$ cat src/rtl/event_reduce_pkg.sv
// event_reduce_pkg: shared constants and helpers for event_reduce_filter.
//   MODE_*  : reduction selectors for the MODE parameter
//   CNT_W   : width of the rising-edge event counter
//   FILT_W  : width of the deglitch run-length counter
//   popcount: number of set bits in a 32-bit vector (enough for N_CH <= 32)
package event_reduce_pkg;

  localparam int unsigned MODE_OR  = 0;
  localparam int unsigned MODE_AND = 1;
  localparam int unsigned MODE_XOR = 2;
  localparam int unsigned MODE_MAJ = 3;

  localparam int unsigned CNT_W  = 8;
  localparam int unsigned FILT_W = 8;

  function automatic logic [5:0] popcount(input logic [31:0] v);
    logic [5:0] n;
    n = '0;
    for (int unsigned i = 0; i < 32; i++) begin
      n = n + {5'd0, v[i]};
    end
    return n;
  endfunction

endpackage

$ cat src/rtl/deglitch_ctr.sv
// deglitch_ctr: run-length filter. q_o follows d_i only after d_i has
// disagreed with q_o on FILT_LEN consecutive enabled edges.
//   clk_i  : clock, all state on posedge
//   rst_i  : asynchronous active-high reset (q_o and run counter to 0)
//   en_i   : 1 = filter advances, 0 = holds
//   clr_i  : synchronous clear of q_o and run counter, independent of en_i
//   d_i    : value to be filtered
//   sticky : 1 = once q_o is 1 it stays 1 until clr_i or reset
//   q_o    : filtered output
module deglitch_ctr
  import event_reduce_pkg::*;
#(
  parameter int unsigned FILT_LEN = 3
) (
  input  logic clk_i,
  input  logic rst_i,
  input  logic en_i,
  input  logic clr_i,
  input  logic d_i,
  input  logic sticky,
  output logic q_o
);

  localparam logic [FILT_W-1:0] LEN = FILT_W'(FILT_LEN);

  logic [FILT_W-1:0] r_cnt;
  logic [FILT_W-1:0] w_cnt_inc;
  logic [FILT_W-1:0] w_cnt_nxt;
  logic              r_q;
  logic              w_q_nxt;

  always_comb begin
    w_cnt_inc = r_cnt + FILT_W'(1);
    w_cnt_nxt = r_cnt;
    w_q_nxt   = r_q;
    if (clr_i) begin
      // Clear beats a simultaneous set: the run has to start over.
      w_cnt_nxt = '0;
      w_q_nxt   = 1'b0;
    end else if (en_i) begin
      if ((sticky && r_q) || (d_i == r_q)) begin
        w_cnt_nxt = '0;
      end else if (w_cnt_inc == LEN) begin
        w_q_nxt   = d_i;
        w_cnt_nxt = '0;
      end else begin
        w_cnt_nxt = w_cnt_inc;
      end
    end
  end

  always_ff @(posedge clk_i or posedge rst_i) begin
    if (rst_i) begin
      r_cnt <= '0;
      r_q   <= 1'b0;
    end else begin
      r_cnt <= w_cnt_nxt;
      r_q   <= w_q_nxt;
    end
  end

  assign q_o = r_q;

endmodule

$ cat src/rtl/event_reduce_filter.sv
// event_reduce_filter: masks and reduces N_CH event channels (OR / AND /
// XOR / strict majority), deglitches the result, and counts rising edges.
//   clk_i     : clock, all state on posedge
//   rst_i     : asynchronous active-high reset
//   en_i      : 1 = pipeline and filter advance, 0 = hold
//   mask_i    : per-channel enable, 1 = channel participates
//   ch_i      : raw channel inputs
//   clr_i     : synchronous clear of yo, filter run, rise_o and evt_cnt_o
//   yo        : filtered, registered reduction result
//   rise_o    : high for the cycle in which yo has just gone 0->1
//   evt_cnt_o : saturating count of yo rising edges
module event_reduce_filter
  import event_reduce_pkg::*;
#(
  parameter int unsigned N_CH     = 4,
  parameter int unsigned MODE     = 0,
  parameter int unsigned FILT_LEN = 3,
  parameter int unsigned STICKY   = 0
) (
  input  logic             clk_i,
  input  logic             rst_i,
  input  logic             en_i,
  input  logic [N_CH-1:0]  mask_i,
  input  logic [N_CH-1:0]  ch_i,
  input  logic             clr_i,
  output logic             yo,
  output logic             rise_o,
  output logic [CNT_W-1:0] evt_cnt_o
);

  logic [N_CH-1:0]  r_ch;
  logic [N_CH-1:0]  r_mask;
  logic             r_red;
  logic [N_CH-1:0]  w_act;
  logic [N_CH-1:0]  w_and_src;
  logic [5:0]       w_pop;
  logic [5:0]       w_k;
  logic             w_red;
  logic             w_sticky;
  logic             w_yo;
  logic             r_yo_prev;
  logic             w_rise;
  logic [CNT_W-1:0] r_evt;
  logic [CNT_W-1:0] w_evt;

  // Stage 1 (raw inputs) and stage 2 (reduction) registers.
  always_ff @(posedge clk_i or posedge rst_i) begin
    if (rst_i) begin
      r_ch   <= '0;
      r_mask <= '0;
      r_red  <= 1'b0;
    end else if (en_i) begin
      r_ch   <= ch_i;
      r_mask <= mask_i;
      r_red  <= w_red;
    end
  end

  // Masked channels read as 1 for AND and 0 otherwise; an all-masked
  // vector always reduces to 0.
  always_comb begin
    w_act     = r_ch & r_mask;
    w_and_src = r_ch | ~r_mask;
    w_pop     = popcount(32'(w_act));
    w_k       = popcount(32'(r_mask));
    w_red     = 1'b0;
    if (|r_mask) begin
      case (MODE)
        MODE_OR:  w_red = |w_act;
        MODE_AND: w_red = &w_and_src;
        MODE_XOR: w_red = ^w_act;
        MODE_MAJ: w_red = ({w_pop, 1'b0} > {1'b0, w_k});
        default:  w_red = 1'b0;
      endcase
    end
  end

  assign w_sticky = (STICKY != 0);

  deglitch_ctr #(
    .FILT_LEN(FILT_LEN)
  ) u_deglitch (
    .clk_i (clk_i),
    .rst_i (rst_i),
    .en_i  (en_i),
    .clr_i (clr_i),
    .d_i   (r_red),
    .sticky(w_sticky),
    .q_o   (w_yo)
  );

  // yo lives inside deglitch_ctr, so the edge is detected against a shadow
  // copy of yo. r_evt holds the count of edges already absorbed; the output
  // adds the edge currently showing so the count moves with yo, and the
  // shadow catches up on the next clock so rise_o lasts one cycle.
  assign w_rise = w_yo & ~r_yo_prev;
  assign w_evt  = (w_rise && (r_evt != '1)) ? r_evt + CNT_W'(1) : r_evt;

  always_ff @(posedge clk_i or posedge rst_i) begin
    if (rst_i) begin
      r_yo_prev <= 1'b0;
      r_evt     <= '0;
    end else if (clr_i) begin
      r_yo_prev <= 1'b0;
      r_evt     <= '0;
    end else begin
      r_yo_prev <= w_yo;
      r_evt     <= w_evt;
    end
  end

  assign yo        = w_yo;
  assign rise_o    = w_rise;
  assign evt_cnt_o = w_evt;

endmodule

$ cat config.mk
export PLATFORM = sky130hd
export DESIGN_NAME = event_reduce_filter
export DESIGN_NICKNAME = d
export VERILOG_FILES = /design/src/rtl/event_reduce_pkg.sv /design/src/rtl/deglitch_ctr.sv /design/src/rtl/event_reduce_filter.sv
export SDC_FILE = /design/constraint.sdc
export NUM_CORES = 1
export LEC_CHECK = 0
export ABC_AREA = 1
export CORE_ASPECT_RATIO = 1.2
export CORE_MARGIN = 1
export CORE_UTILIZATION = 60
export DETAILED_ROUTE_END_ITERATION = 6
export DONT_BUFFER_PORTS = 1
export GPL_ROUTABILITY_DRIVEN = 0
export PLACE_DENSITY = 0.78
export SYNTH_ARGS = -nofsm -noshare
export SYNTH_HDL_FRONTEND = slang
export SYNTH_HIERARCHICAL = 1
export SYNTH_SLANG_ARGS = --single-unit
$ cat constraint.sdc
create_clock -name clk_i -period 4.2 [get_ports clk_i]
set_clock_uncertainty 0.05 [all_clocks]
set_input_delay 0.42 -clock clk_i [delete_from_list [all_inputs] [get_ports clk_i]]
set_output_delay 0.42 -clock clk_i [all_outputs]
set_load 0.01 [all_outputs]
==> results_dict.tcl <==
set metrics [dict create \
    most-common-layout-cells "nand2_1 (71), inv_1 (35), dfrtp_1 (27), nor2_1 (16), nand3_1 (10)" \
    start_util 0.651 \
    drtAntennaViolNets 0 \
    p_sw_mw 0.112 \
    switching_share 0.260 \
    slowest_stage "dfrtp_1" \
    synth_top_family_by_area "simple AND/OR/NAND/NOR gates" \
    register_area_um2 676 \
    cellPowerDensity_nw_per_um2 269 \
    power_frac_clock 0.269 \
    clkSlewWorstSetupHoldPaths_ns 0.14 \
    path_cells "ha_1, nand2_1, nor2_2, nand2_4, nand3_1, nand2_1, nand2_1, inv_1" \
    rsz0062_at_grt "no" \
    p_int_mw 0.319 \
    ctsLongestPathBuffers 2 \
    status "completed" \
    fmax_mhz 463 \
    netlist_area_um2 1530 \
    drc 0 \
    grt_overflow_total 0 \
    synth_compound_gate_area_share 0.0662 \
    p_seq_frac 0.646 \
    synth_fp_nets 223 \
    slew_headroom 0.565 \
    synth-xor-area-share 0 \
    yosysTopAreaCell "dfrtp_1" \
    antenna_cells 0 \
    grt.total_usage 0.223 \
    fin_setup_tns_ns 0 \
    cts_setup_buffers 0 \
    dp_hpwl_um 2200 \
    via_per_inst 5.26 \
    port_buffers 0 \
    grt_max_degree 19 \
    ios 22 \
    vias 1272 \
    multiInputGateArea_um2 704 \
    grt_pass1_vias 1158 \
    yosysTopAreaCellShare 0.441 \
    critPathKind "reg2out" \
    cp_max_fo 9 \
    cp-start-kind "register" \
    yosys_warnings 6 \
    yosysSeqAreaShare 0.441 \
    synth.mux.area_fraction 0 \
    yosys.area_share.simple 0.367 \
    detailedPlace.worstSlack_ns 2.47 \
    fillers 192 \
    drive_gt1_frac 0.114 \
    cts-buffers-inserted 3 \
    timing_hold_violations_final 0 \
    cts_tree "done" \
    clock_sinks 27 \
    end_kind "primary output" \
    core_area_um2 2350 \
    fp.dieW_um 48.1 \
    crit_required_ns 3.73 \
    cts_resized 0 \
    drt_wl_total_um 2810 \
    die_area_um2 2760 \
    synth.top_cells.by_area "dfrtp_1 (44%), nand2_1 (17%), inv_1 (8.6%), nor2_1 (3.9%), nand3_1 (3.3%)" \
    hold_path_class "in2reg" \
    clock_latency_ns 0.33 \
    dr.pass1.iters 4 \
    slowest_delay_ns 0.43 \
    p_leak_nw 0.877 \
    cp_data_arrival_time_ns 1.69 \
    maxCapViolCount 0 \
    cpMostUsedCell "nand2_1" \
    finalMaxSlewViolations 0 \
    finalCritPeriodShare 0.514 \
    synthCells 208 \
    rows 19 \
    antenna_found_initial 0 \
    layout_setup_ws_ns 2.04 \
    peakVddDrop_v 0.000295 \
    drt-initial-drc-count 23 \
    wl_per_cell_um 11.6 \
    placed_area_um2 1560 \
    final_nets 227 \
    grt_first_pass_wirelength_um 4350 \
    final_common_cell "nand2_1" \
    die_h_um 57.3 \
    htreeDepth 1 \
    tightest_slew_ns 0.652 \
    setup_violations 0 \
    yosys.cell_types.count 29 \
    ys_ff_latch 27 \
    combPwrFrac 0.085 \
    finalInstanceArea_um2 1600 \
    synth_adder_area_share 0.0245 \
    min_period_ns 2.16 \
    ctsRootBufferMaster "clkbuf_4" \
    syn_area_per_cell_um2 7.36 \
    area_growth_pct 4.58 \
]
worst paths after layout:
check | startpoint | endpoint | slack (ns) | cells past startpoint
worst min register to register | r_mask[1] | r_mask[1] | 0.44 | 2
worst min-delay path | clr_i | r_evt[1] | 0.07 | 1
worst max-delay path | r_evt[0] | evt_cnt_o[7] | 2.04 | 8
worst max register to register | u_deglitch/r_cnt[1] | u_deglitch/q_o | 2.49 | 9
max in group asynchronous | rst_i | r_evt[1] | 3.12 | 2
min in group asynchronous | rst_i | u_deglitch/q_o | 0.44 | 2
layout make-up:
type                            count  area share
Timing Repair Buffer                1     0.00625
Clock inverter                      1     0.00469
Tap cell                           31      0.0242
Sequential cell                    27       0.422
Clock buffer                        3      0.0141
Multi-Input combinational cell    141       0.440
Inverter                           38      0.0891
metal layers:
layer	GRT usage	part of all wire	vias to the layer above
li1	-	-	645
met1	0.237	0.41	592
met2	0.403	0.53	30
met3	0.0316	0.041	5
met4	0.107	0.019	0
met5	0	0	-
worst max-delay path: cells and delay by family, from the launching register on:
family,cells,cell delay [ns]
buffers and inverters,1,0.11
AND/OR/NAND/NOR,6,0.56
flip-flops,1,0.43
adder cells (fa/ha/maj),1,0.23
flip-flops by register name, summed over array words and instances, names as in the netlist:
name              count
u_deglitch/r_cnt      8
u_deglitch/q_o        1
r_ch                  4
r_mask                4
r_evt                 8
r_yo_prev             1
r_red                 1
power by group through the flow:
stage	Sequential (mW)	Clock (mW)	Combinational (mW)
2_1_floorplan	0.281	0	0.0321
3_3_place_gp	0.283	0	0.0345
3_5_place_dp	0.283	0	0.0367
4_1_cts	0.278	0.121	0.0375
5_1_grt	0.280	0.128	0.0428
6_report	0.279	0.116	0.0368
synth_stat cells:
master    count
nand3_1      10
nand2_2       3
dfrtp_1      27
o21ai_1       4
nor2_4        2
o21bai_1      1
nand2_1      71
nor2_2        7
nand3_2       1
a21oi_1       2
nand2_4       2
conb_1        1
a41oi_1       1
o21ai_2       1
inv_1        35
a21o_1        2
nand3b_1      1
buf_2         1
o22ai_1       2
nor2_1       16
nor3_1        1
nand4_1       6
inv_2         2
ha_1          3
clkinv_1      1
clkbuf_1      1
nand3_4       1
o21ai_0       2
a21o_2        1
per-stage QoR:
step | std cells | hold slack (ns) | util | power (mW)
6_report | 242 | 0.0710 | 0.680 | 0.431
5_1_grt | 242 | 0.0519 | 0.680 | 0.451
4_1_cts | 242 | 0.0560 | 0.680 | 0.437
3_5_place_dp | 237 | 0.245 | 0.663 | 0.320
3_3_place_gp | 237 | 0.249 | 0.663 | 0.317
2_1_floorplan | 208 | 0.198 | - | 0.313
cell families after synthesis:
logic type	count (synthesis)
AOI/OAI and AO/OA	16
adders and majority gates	3
buffers and inverters	40
DFF	27
other	1
and+or+nand+nor	121
what timing repair did:
action,in CTS,in global routing
setup endpoints to repair,0,0
hold buffers,1,0
hold endpoints to repair,13,0
Note: power is estimated with default switching activity, not from simulation.
